File: config.mk
export PLATFORM = sky130hd
export DESIGN_NAME = ram_dp_be
export DESIGN_NICKNAME = d
export VERILOG_FILES = /design/src/rtl/ram_dp_be.sv
export SDC_FILE = /design/constraint.sdc
export NUM_CORES = 2
export LEC_CHECK = 0
export ABC_AREA = 1
export CAP_MARGIN = 20
export CELL_PAD_IN_SITES_DETAIL_PLACEMENT = 1
export CELL_PAD_IN_SITES_GLOBAL_PLACEMENT = 2
export CORE_MARGIN = 2
export CORE_UTILIZATION = 47
export CTS_CLUSTER_SIZE = 14
export DETAILED_ROUTE_END_ITERATION = 10
export PLACE_DENSITY = 0.81
export SLEW_MARGIN = 20
export SYNTH_ARGS = -nofsm -noshare
export SYNTH_HDL_FRONTEND = slang
export SYNTH_SLANG_ARGS = --single-unit
File: constraint.sdc
create_clock -name clk -period 8.1 [get_ports clk]
set_input_delay 1.62 -clock clk [delete_from_list [all_inputs] [get_ports clk]]
set_output_delay 1.62 -clock clk [all_outputs]
set_load 0.01 [all_outputs]
File: src/rtl/ram_dp_be.sv
// ram_dp_be
// Simple dual-port synchronous RAM. It has one byte-enabled write port and
// one independent read port. Read latency is 1 or 2 edges, and the
// same-address collision mode is selectable. A clear engine zeroes the whole
// array after every reset, and busy is high while it runs.
module ram_dp_be #(
  parameter int AW       = 6,
  parameter int DW       = 32,
  parameter int RD_LAT   = 1,
  parameter int WR_FIRST = 1
) (
  input  logic              clk,
  input  logic              reset,
  input  logic              we,
  input  logic [DW/8-1:0]   be,
  input  logic [AW-1:0]     wadr,
  input  logic [DW-1:0]     din,
  input  logic              re,
  input  logic [AW-1:0]     radr,
  output logic [DW-1:0]     dout,
  output logic              dout_valid,
  output logic              busy
);

  localparam int NB                = DW / 8;
  localparam int DEPTH             = 1 << AW;
  localparam logic [AW-1:0] LAST_ADR = {AW{1'b1}};
  localparam bit WR_FIRST_B        = (WR_FIRST != 0);
  localparam bit LAT2              = (RD_LAT >= 2);

  typedef enum logic {
    ST_CLEAR = 1'b0,
    ST_READY = 1'b1
  } state_e;

  // Replace the enabled byte lanes of old_w with the matching lanes of new_w.
  function automatic logic [DW-1:0] merge_bytes(
    input logic [DW-1:0] old_w,
    input logic [DW-1:0] new_w,
    input logic [NB-1:0] en
  );
    logic [DW-1:0] res;
    res = old_w;
    for (int i = 0; i < NB; i++) begin
      if (en[i]) begin
        res[8*i +: 8] = new_w[8*i +: 8];
      end else begin
        res[8*i +: 8] = old_w[8*i +: 8];
      end
    end
    return res;
  endfunction

  // Storage array
  logic [DW-1:0] mem_q [DEPTH];

  // Control state
  state_e        state_q;
  logic [AW-1:0] clr_adr_q;

  // Datapath and qualifiers
  logic          ready_s;
  logic          clr_we_s;
  logic          wr_en_s;
  logic          rd_acc_s;
  logic          coll_s;
  logic [DW-1:0] rd_old_s;
  logic [DW-1:0] rd_word_s;
  logic          stage_valid_s;
  logic [DW-1:0] stage_data_s;

  // Output registers
  logic [DW-1:0] dout_q;
  logic          dout_valid_q;

  // busy is a pure decode of the state register, so accesses are never accepted during clear.
  assign ready_s  = (state_q == ST_READY);
  assign busy     = ~ready_s;

  // Clear engine and FSM: walks every address once after reset, then parks in READY.
  always_ff @(posedge clk) begin
    if (reset) begin
      state_q   <= ST_CLEAR;
      clr_adr_q <= '0;
    end else begin
      case (state_q)
        ST_CLEAR: begin
          clr_adr_q <= clr_adr_q + AW'(1'b1);
          if (clr_adr_q == LAST_ADR) begin
            state_q <= ST_READY;
          end else begin
            state_q <= ST_CLEAR;
          end
        end
        ST_READY: begin
          state_q   <= ST_READY;
          clr_adr_q <= '0;
        end
        default: begin
          state_q   <= ST_CLEAR;
          clr_adr_q <= '0;
        end
      endcase
    end
  end

  // Qualify the port strobes. Reset masks everything, and the clear owns the write port while busy.
  always_comb begin
    clr_we_s = 1'b0;
    wr_en_s  = 1'b0;
    rd_acc_s = 1'b0;
    coll_s   = 1'b0;
    if (reset) begin
      clr_we_s = 1'b0;
      wr_en_s  = 1'b0;
      rd_acc_s = 1'b0;
      coll_s   = 1'b0;
    end else begin
      clr_we_s = ~ready_s;
      wr_en_s  = ready_s & we;
      rd_acc_s = ready_s & re;
      coll_s   = ready_s & we & (wadr == radr);
    end
  end

  // Array write: clear zeroes one word per edge, and a normal write updates only its enabled byte lanes.
  always_ff @(posedge clk) begin
    if (clr_we_s) begin
      mem_q[clr_adr_q] <= '0;
    end else if (wr_en_s) begin
      for (int i = 0; i < NB; i++) begin
        if (be[i]) begin
          mem_q[wadr][8*i +: 8] <= din[8*i +: 8];
        end
      end
    end
  end

  // Read word selection: with write-first, a same-address write is forwarded into the read.
  always_comb begin
    rd_old_s  = mem_q[radr];
    rd_word_s = rd_old_s;
    if (WR_FIRST_B && coll_s) begin
      rd_word_s = merge_bytes(rd_old_s, din, be);
    end else begin
      rd_word_s = rd_old_s;
    end
  end

  generate
    if (LAT2) begin : g_lat2
      logic [DW-1:0] p1_data_q;
      logic          p1_valid_q;

      // Extra pipeline stage for two-edge latency. Reset flushes any in-flight read.
      always_ff @(posedge clk) begin
        if (reset) begin
          p1_valid_q <= 1'b0;
          p1_data_q  <= '0;
        end else begin
          p1_valid_q <= rd_acc_s;
          if (rd_acc_s) begin
            p1_data_q <= rd_word_s;
          end else begin
            p1_data_q <= p1_data_q;
          end
        end
      end

      assign stage_valid_s = p1_valid_q;
      assign stage_data_s  = p1_data_q;
    end else begin : g_lat1
      assign stage_valid_s = rd_acc_s;
      assign stage_data_s  = rd_word_s;
    end
  endgenerate

  // Output stage: dout holds between reads, and dout_valid pulses once per completed read.
  always_ff @(posedge clk) begin
    if (reset) begin
      dout_q       <= '0;
      dout_valid_q <= 1'b0;
    end else begin
      dout_valid_q <= stage_valid_s;
      if (stage_valid_s) begin
        dout_q <= stage_data_s;
      end else begin
        dout_q <= dout_q;
      end
    end
  end

  assign dout       = dout_q;
  assign dout_valid = dout_valid_q;

endmodule
==> metrics <==
number of synthesized flops with an enable pin=2,048; fmax=207 MHz; minimum clock period after layout=4830 ps; #FFs+latches synth=2,088; die height=430 µm; layout cells sized above 1=5.92%; vias=57,900; Worst Path Required=8650 ps; Seq/Total Area, Yosys=73.1%; count leader, synth=nand2_1; Pwr Density=234 nW/µm²; switching share of power=22.3%; crit path max fanout=47; Placer Congestion=0.826; P_leak=36.1 nW; largest area contributor in the netlist=edfxtp_1; ys async rst share=0%; Avg Inst Size Synth=11.3 µm²; critical path type=primary input to register; DRT Pass-1 Iters=5; Hold Violations, Final=0; Seq pwr share=52.7%; RSZ-0062 raised after global routing=no; Sink Count=2,088; Layout Nets=7,497; CTS clk-pin slew, worst paths=70 ps; Initial DRC Count=5,837; largest net degree at the start of global routing=227; setup_tns=0 ps; crit path capture type=register; cell area after synthesis=85,300 µm²; remaining global-route overflow=0; post-synth top area share=72.1%; Worst Skew=32.3 ps; Port-buffer cells=85; Synth top cells by count=nand2_1 (2,709), edfxtp_1 (2,048), nand3_1 (1,796), clkbuf_1 (389), nor2_1 (297); Die X=430 µm; fin crit share=59.6%; CTS resizes=0; Syn Nets=7,594; initial antenna violation count=17; root buffer cell=clkbuf_16; Routed WL per cell=27.8 µm; CTS Buffer Depth=3; ANT nets after route=0; num rows=156; Yosys Warn Count=0; crit path DAT=5380 ps; Slew Viols, Final=0; TritonCTS clock tree=built; vias in the first global route=59,300; critical path startpoint category=primary input; # setup viols final=0; # IOs=86; drt total wl=278,000 µm; H-tree depth=4; fill count=18,600; status=finished, final reports clean; Least-Margin Pin Slew=1290 ps; combinational power share=4.9%; vias per cell=5.80; first-pass GRT wire length=405,000 µm; Synth Flop Type=edfxtp_1; core box area=181,000 µm²; reg2reg setup slack=4160 ps; Detailed Place HPWL=164,000 µm; Residual DRC=0; Starting Density=47.2%; Synth Instances=7,541; clk_lat worst skew=870 ps; switching power=4.97 mW; Layout Utilization=52.6%; relative slew slack=13.7%; postcts setup bufs=0; Synth area leaders=edfxtp_1 (72%), nand2_1 (12%), nand3_1 (11%), clkbuf_1 (1.7%), nor2_1 (1.3%); # Max-Cap Violations=0; internal power=17.3 mW; non-filler instance count after layout=9,996; Post-CTS Hold Buffers=0; placed cells=9,600; Worst VDD drop=0.189 mV; Yosys cell types=26; GRT Resource Usage Total=30.0%; area grow syn2layout=11.4%; die area=185,000 µm²; Hold WC Path Type=register to register; clock share of power=42.4%; total CTS buffers=212
## cell families (layout without fill, tap and decap cells)
kind of cell / after synthesis / count (layout) / share of synthesized area (%)
xor+xnor: 7 / 7 / 0.0719
compound gates: 47 / 47 / 0.291
simple gates: 4824 / 4824 / 24.0
buf+inv: 574 / 649 / 2.59
other cells: 0 / 10 / 0
fa+ha+maj: 1 / 1 / 0.0147
flops: 2088 / 2088 / 73.1
## critical path, stage by stage
cell and delay, ps:
clkdlybuf4s50_1 450, inv_2 80, nand3_2 120, inv_2 100, o21ai_1 70, nand2_2 300, clkinv_2 930, buf_4 530
nor2_4 440, buf_4 670
## sequential cells by signal (all words and copies together) (netlist names)
register and count:
mem_q 2048, dout 32, clr_adr_q 6, dout_valid 1, ready_s 1
## layout by cell type (no fill, tap or decap), types with 4 or more instances in the layout
cell / instances
nor2_1: 265
clkbuf_8: 7
o21ai_1: 5
clkinv_1: 51
nand3_1: 1795
bufinv_16: 11
xor2_1: 5
buf_12: 14
inv_1: 71
o21ai_0: 24
clkinvlp_4: 4
clkbuf_16: 218
nand2_1: 2709
dfxtp_1: 40
nor2_2: 12
inv_2: 9
clkinv_2: 37
clkbuf_1: 51
buf_4: 75
diode_2: 10
nor2_4: 36
edfxtp_1: 2048
a21oi_1: 14
clkdlybuf4s50_1: 79
inv_6: 6
## per-stage QoR
step / total power [mW] / hold WS [ps] / cell area, µm² / setup slack, ps
finish: 22.3 / 457 / 95000 / 3270
detailed placement: 13.0 / 448 / 88300 / 2420
global placement: 13.0 / 443 / 88300 / 2360
CTS: 22.4 / 457 / 94900 / 3330
global route: 22.8 / 490 / 94900 / 3120
floorplan: 12.6 / 417 / 85300 / 3540
## per-layer routing
layer / routed length (µm) / share of wire, % / vias up / GRT usage [%]
met1: 115000 / 41 / 29500 / 39.9
met3: 17900 / 6.5 / 447 / 5.47
li1: - / - / 26100 / -
met5: 80 / 0.029 / - / 0
met2: 131000 / 47 / 1891 / 48.1
met4: 13300 / 4.8 / 10 / 13.6
## path summary, 6_finish.rpt
| check | start | to | cells after the start |
|---|---|---|---|
| hold reg to reg | clr_adr_q[0] | clr_adr_q[0] | 1 |
| setup reg to reg | ready_s | mem_q[47][19] | 8 |
| setup / recovery | reset | mem_q[47][19] | 10 |
| hold / removal | clr_adr_q[0] | clr_adr_q[0] | 1 |
## power by group through the flow
| stage | Sequential (mW) | Combinational (mW) | Clock [mW] |
|---|---|---|---|
| global placement | 11.9 | 1.07 | 0 |
| CTS | 11.7 | 1.09 | 9.55 |
| detailed placement | 12.0 | 1.08 | 0 |
| finish | 11.7 | 1.09 | 9.44 |
| global route | 11.7 | 1.18 | 9.94 |
| floorplan | 11.9 | 0.661 | 0 |
## final cells by class
type | count | area, µm² | area share (%)
clock buffers | 276 | 5740 | 6.05
clock inverters | 110 | 850 | 0.895
well taps | 2370 | 2970 | 3.12
diodes | 10 | 25.0 | 0.0264
repair buffers | 174 | 1710 | 1.80
multi-input cells | 4879 | 21000 | 22.1
flip-flops and latches | 2088 | 62300 | 65.6
inverters | 89 | 364 | 0.383
Note: power is estimated with default switching activity, not from simulation.
